==> src/rtl/framebuffer_swap.sv <==
// framebuffer_swap: double-buffered 1-bit-per-pixel framebuffer.
// The renderer writes into the back bank while scanout reads the front bank.
// A frame_end pulse exchanges the banks and answers with a one-ce-cycle swap.
// Optional feature macro FRAMEBUFFER_SWAP_CLEAR_EN: when defined, the new back
// bank is zeroed (one address per ce cycle) before swap is issued. While that
// clear runs, renderer writes are dropped and further frame_end pulses are ignored.
module framebuffer_swap #(
    parameter int HOR_ACTIVE_PIXELS = 4,
    parameter int VER_ACTIVE_PIXELS = 2,
    localparam int DEPTH      = HOR_ACTIVE_PIXELS * VER_ACTIVE_PIXELS,
    localparam int ADDR_WIDTH = $clog2(DEPTH)
) (
    input  logic                  clk,
    input  logic                  rst,
    input  logic                  ce,
    input  logic                  wr_en,
    input  logic [ADDR_WIDTH-1:0] wr_addr,
    input  logic                  wr_data,
    input  logic                  frame_end,
    input  logic [ADDR_WIDTH-1:0] rd_addr,
    output logic                  rd_data,
    output logic                  swap,
    output logic                  wr_drop
);

    // One extra bit so the range check also works when DEPTH is a power of two
    localparam logic [ADDR_WIDTH:0]   DEPTH_L   = (ADDR_WIDTH+1)'(DEPTH);
    localparam logic [ADDR_WIDTH-1:0] LAST_ADDR = ADDR_WIDTH'(DEPTH - 1);

    logic bank0 [DEPTH];
    logic bank1 [DEPTH];

    logic                  front;
    logic                  in_clear;
    logic                  wr_in_range;
    logic                  rd_in_range;
    logic                  wr_accept;
    logic                  bank_we;
    logic [ADDR_WIDTH-1:0] bank_wa;
    logic                  bank_wd;

`ifdef FRAMEBUFFER_SWAP_CLEAR_EN
    typedef enum logic {IDLE, CLEAR} state_t;
    logic [ADDR_WIDTH-1:0] clr_addr;
`else
    typedef enum logic {IDLE} state_t;
`endif
    state_t state;

    assign wr_in_range = {1'b0, wr_addr} < DEPTH_L;
    assign rd_in_range = {1'b0, rd_addr} < DEPTH_L;

`ifdef FRAMEBUFFER_SWAP_CLEAR_EN
    assign in_clear = (state == CLEAR);
`else
    assign in_clear = 1'b0;
`endif

    // A renderer write lands only if it is in range and no clear is running
    assign wr_accept = wr_en && wr_in_range && !in_clear;

    // Pick the single write source for the back bank: clear sweep or renderer
    always_comb begin
        bank_we = ce && wr_accept;
        bank_wa = wr_addr;
        bank_wd = wr_data;
`ifdef FRAMEBUFFER_SWAP_CLEAR_EN
        if (in_clear) begin
            bank_we = ce;
            bank_wa = clr_addr;
            bank_wd = 1'b0;
        end
`endif
    end

    // RAM write ports; contents are deliberately not reset, and only the back bank is written
    always_ff @(posedge clk) begin
        if (bank_we) begin
            if (front) begin
                bank0[bank_wa] <= bank_wd;
            end else begin
                bank1[bank_wa] <= bank_wd;
            end
        end
    end

    // Control FSM: bank select, swap pulse, drop flag, clear sweep and registered scanout read
    always_ff @(posedge clk or negedge rst) begin
        if (!rst) begin
            front   <= 1'b0;
            rd_data <= 1'b0;
            swap    <= 1'b0;
            wr_drop <= 1'b0;
            state   <= IDLE;
`ifdef FRAMEBUFFER_SWAP_CLEAR_EN
            clr_addr <= '0;
`endif
        end else if (ce) begin
            // Bank select uses front as it stands in the cycle the address is presented
            if (rd_in_range) begin
                rd_data <= front ? bank1[rd_addr] : bank0[rd_addr];
            end else begin
                rd_data <= 1'b0;
            end

            swap <= 1'b0;

            if (wr_en && !wr_accept) begin
                wr_drop <= 1'b1;
            end

            case (state)
                IDLE: begin
                    if (frame_end) begin
                        front <= !front;
`ifdef FRAMEBUFFER_SWAP_CLEAR_EN
                        state <= CLEAR;
`else
                        swap  <= 1'b1;
`endif
                    end
                end
`ifdef FRAMEBUFFER_SWAP_CLEAR_EN
                CLEAR: begin
                    // frame_end is ignored here; the sweep always runs to the end
                    if (clr_addr == LAST_ADDR) begin
                        clr_addr <= '0;
                        state    <= IDLE;
                        swap     <= 1'b1;
                    end else begin
                        clr_addr <= clr_addr + ADDR_WIDTH'(1);
                    end
                end
`endif
                default: begin
                    state <= IDLE;
                end
            endcase
        end
    end

endmodule

==> config.mk <==
export PLATFORM = sky130hd
export DESIGN_NAME = framebuffer_swap
export DESIGN_NICKNAME = d
export VERILOG_FILES = /design/src/rtl/framebuffer_swap.sv
export SDC_FILE = /design/constraint.sdc
export NUM_CORES = 1
export LEC_CHECK = 0
export BUFFER_PORTS_ARGS = -buffer_cell sky130_fd_sc_hd__buf_2
export CORE_MARGIN = 10
export CORE_UTILIZATION = 50
export DETAILED_ROUTE_END_ITERATION = 16
export GPL_ROUTABILITY_DRIVEN = 0
export PLACE_DENSITY = 0.77
export REMOVE_ABC_BUFFERS = 1
export SYNTH_ARGS = -nofsm -noshare
export SYNTH_HDL_FRONTEND = slang
export SYNTH_SLANG_ARGS = --single-unit
==> constraint.sdc <==
create_clock -name clk -period 1.8 [get_ports clk]
set_clock_uncertainty 0.15 [all_clocks]
set_input_delay 0.36 -clock clk [delete_from_list [all_inputs] [get_ports clk]]
set_output_delay 0.36 -clock clk [all_outputs]
set_load 0.02 [all_outputs]
==> Yosys cells after proc, flatten, opt, wreduce, memory -nomap -nowiden <==
Memory sizes are Yosys's and may differ from the RTL's.
Cells that the tools add are included.
{ "classes": {"add_sub_neg": 0, "n_mul": 0, "n_div": 0, "n_lt_le_gt_ge": 0, "n_eq_ne": 0, "shifts": 0, "mux": 8, "bitwise": 0, "reduce_logical": 3} }
{ "ops": {"columns": ["op", "count"], "rows": [
  ["$mux W1", 8],
  ["$reduce_and A2 Y1", 1],
  ["$logic_and A1 B1 Y1", 1],
  ["$logic_not A1 Y1", 1]
]} }
{ "totals": {"register_bits": 3, "latchBits": 0, "mem_bits_rw": 16, "romBits": 0, "in_bits": 12, "wordCells": 16, "memories": 2} }
{ "memory_table": {"columns": ["memory", "words", "width", "rd", "rd_clocked_by_memory_dff", "wr", "line", "text"], "rows": [
  ["bank0", 8, 1, 1, 0, 1, "30", "logic bank0 [DEPTH];"],
  ["bank1", 8, 1, 1, 0, 1, "31", "logic bank1 [DEPTH];"]
]} }

==> Depth between registers and ports, before layout <==
{ "depth": {"depth_word": 3, "ltp_mapped": 4} }

==> Worst setup path after synthesis <==
Ideal clock, no wire load.
{ "synth_timing": {"path_type": "in2reg", "startpoint": "input port rd_addr[1]", "endpoint": "register rd_data", "setup_ns": 0.125, "arrival_time_ns": 1.325, "slack_ns": 0.200, "path_stages": 4, "cell_sequence": "mux4_1 > mux2i_1 > mux2i_1 > mux2_4"} }
{ "synth_via": {"elab_chain_len": 2, "word_cells_on_any_way": 3, "cone_classes": "1 x mux; 2 x memory"} }
{ "synth_rtl": {"columns": ["item", "line", "text"], "rows": [
  ["start: declaration", "20", "input logic [ADDR_WIDTH-1:0] rd_addr,"],
  ["$mem_v2 Z8 W1, on equally long branches", null, null],
  ["$mux W1 *", "101", "rd_data <= front ? bank1[rd_addr] : bank0[rd_addr];"],
  ["end signal: assignment", "101", null],
  ["end: declaration", "21", "output logic rd_data,"]
]} }
Mark *: on every way between the ends. The rest lies on a longest branch, timed or not.
A chain may end at the register's enable or synchronous reset.

==> Worst setup path in the final report <==
{ "layout_timing": {"startpoint": "memory bank0[1]", "endpoint": "register rd_data"} }
{ "layout_via": {"elab_chain_len": 2} }
{ "layout_rtl": {"columns": ["item", "line"], "rows": [
  ["start: declaration", "30"],
  ["$mem_v2 Z8 W1", null],
  ["$mux W1", "101"]
]} }
Every way passes these cells.

==> impl_results.md <==
* Cell taking the most area after synthesis: edfxtp_1
* Synthesis-stage register bit count at 19
* Residual antenna-violating net count after detailed routing at 0
* Drt wl/cell at 17.2 µm
* Die width at 61.3 µm
* VDD IR-drop max at 0.000514 V
* Placed Instances at 88
* Filler cell count in the final layout at 121
* Ys Warns at 0
* Area growth from synthesis to final layout at 15.1%
* Overall fraction of global-route tracks in use at 9.15%
* Library cell appearing most often on the critical path: mux2i_1
* Slowest Stage Delay on Critical Path at 0.52 ns
* Type of origin of the critical path: register
* Final setup violation count at 0
* Clock insertion delay at the later pin of the skew report at 0.29 ns
* Slack of the worst reg-to-reg path at 0.11 ns
* Power Dens Cells at 896 nW/µm²
* Antenna Cells at 0
* Inserted Clock Buffers at 3
* Crit path setup slack, layout at 0.107 ns
* Number of antenna violations at the first check in global routing at 0
* Half-perimeter wire length after detailed placement at 1220 µm
* Category of the critical setup timing path: reg2reg
* Per-cell via count in the routed design at 5.81
* Max Buffers Root-to-Sink at 2
* Floorplan row count at 14
* Number of global-route vias before repair at 600
* Final period util at 94.1%
* Clock sink count at 19
* DRT iter0 DRCs at 18
* Most frequent cells in the layout: edfxtp_1, nor2_1, buf_2
* First-pass GRT wire length at 2500 µm
* Time the final worst path needs with I/O delays and setup at 1.69 ns
* Biggest fanout along the worst timing path at 1
* Core footprint at 1560 µm²
* Kind of capture point of the worst setup path: register
* Maximum clock frequency at 591 MHz
* Clock Tree Root: clkbuf_4
* Largest cells by area after synthesis: edfxtp_1, mux4_1, dfrtp_1, nor2_1, mux2i_1
* Number of unique standard cell types used by synthesis at 17
* Overall power consumption at 0.000879 W
* Part of the Yosys area used for sequential elements at 65.2%
* Total via count after detailed routing at 540
* Post-synthesis area per instance at 14.7 µm²
* CP max stage cell: mux4_1
* First-pass DRT Iterations at 4
* Cell chain of the critical path: mux4_1, mux2i_1, mux2i_1, mux2_4
* Die Outline Area at 3760 µm²
* Worst-case hold slack at 0.162 ns
* Sequential standard cell area at 556 µm²
* Synthesized instance count at 58
* Share of final-layout standard cells stronger than drive strength 1 at 24.7%
* DIE HEIGHT at 61.3 µm
* Pre-CTS WS at -0.0387 ns
* Area used by multi-input combinational logic at 285 µm²
* Count of buffers inserted at the top-level ports at 13
* Data required time of the critical path at 1.84 ns
* H-tree level count at 1
* Total leakage power at 0.373 nW
* Residual overflow from global routing at 0
* Total count of max-transition violations in the final report at 0
* Final std cells w/o fill at 93
* Effective utilization at floorplan at 54.7%
* Pin count of the biggest net entering global routing at 17
* TritonCTS clock tree: done
* Post-Route WL at 1600 µm
* Data arrival at the endpoint of the critical path at 1.73 ns
* Worst hold path type: in2reg
* Most frequent standard cell in the layout excluding fill and tap cells: edfxtp_1
* Result of the run: completed
* Nets at 90
* Share of the synthesized area in the top cell type at 56.4%
* Top Ports at 15
* # Max-Cap Violations at 0
* Number of buffers and inverters on the critical path at 0
* Final hold violation count at 0
* Aggregate negative setup slack at 0 ns
* Netlist area before placement at 852 µm²
* Drc violations at 0
* Cell family with most CP delay: multiplexers
* RSZ-0062 raised after global routing: no
* Clock-pin slew reported for the worst setup and hold paths after clock tree synthesis at 0.10 ns
## worst paths after layout
check                                   start                   to  cells after the start
max                        bank0[1]$_DFFE_PP_  rd_data$_DFFE_PN0P_                      4
min                                 frame_end     swap$_DFFE_PN0P_                      3
max reg2reg                bank0[1]$_DFFE_PP_  rd_data$_DFFE_PN0P_                      4
min reg2reg                  swap$_DFFE_PN0P_     swap$_DFFE_PN0P_                      2
max in group asynchronous                 rst    front$_DFFE_PN0P_                      2
min in group asynchronous                 rst     swap$_DFFE_PN0P_                      2
## logic make-up (layout without fill, tap and decap cells)
kind of cell,Yosys count,in the layout,share of synthesized area (%)
AO/OA/AOI/OAI,1,1,0.587
XOR/XNOR,1,1,1.03
buffers and inverters,2,21,1.32
flip-flops,19,19,65.2
multiplexers,8,8,17.6
other,1,1,0.440
AND/OR/NAND/NOR,26,26,13.8
## flip-flops by register name, summed over array words and instances (netlist names)
signal	count
bank0	8
bank1	8
front	1
rd_data	1
swap	1
## cell type report
cell class,instances,area share (%)
Timing Repair Buffer,16,9.18
Inverter,1,0.383
Sequential cell,19,56.6
Tap cell,16,2.04
Clock buffer,4,2.68
Multi-Input combinational cell,37,29.1
## power breakdown
| group | switching [W] | internal [W] |
|---|---|---|
| registers | 0.0000307 | 0.000505 |
| clock network | 0.000121 | 0.0000863 |
| logic | 0.0000686 | 0.0000671 |
## through the flow
| stage | util [%] | instance area (µm²) |
|---|---|---|
| 2_1_floorplan | - | 845 |
| 3_3_place_gp | 60.6 | 945 |
| 3_5_place_dp | 60.6 | 945 |
| 4_1_cts | 62.9 | 981 |
| 5_1_grt | 62.9 | 981 |
| 6_report | 62.9 | 981 |
## worst register-to-register path: cells and delay by family (launching register included)
family / cells / cell delay [ns]
flops: 1 / 0.40
mux: 4 / 1.05
## routing by layer
layer  track usage (%)  share of wire (%)  vias up
li1                  -                  -      257
met1              9.88                 41      259
met2              16.3                 51       22
met3              2.06                7.0        2
met4              4.89                1.4        0
met5                 0                  0        -
## synth_stat cells
cell type	instances
buf_4	1
conb_1	1
dfrtp_1	3
edfxtp_1	16
inv_1	1
mux2_4	1
mux2i_1	3
mux4_1	4
nand2_1	4
nand2b_1	2
nand4_1	1
nand4b_1	1
nor2_1	13
nor3_1	4
o21ai_0	1
or3_1	1
xnor2_1	1
## timing repair
item	in CTS	in global routing
setup buffers	0	0
gates resized for setup	0	0
hold buffers	1	0
endpoints found under the hold margin	3	0
Power figures use the tool's default switching activity.
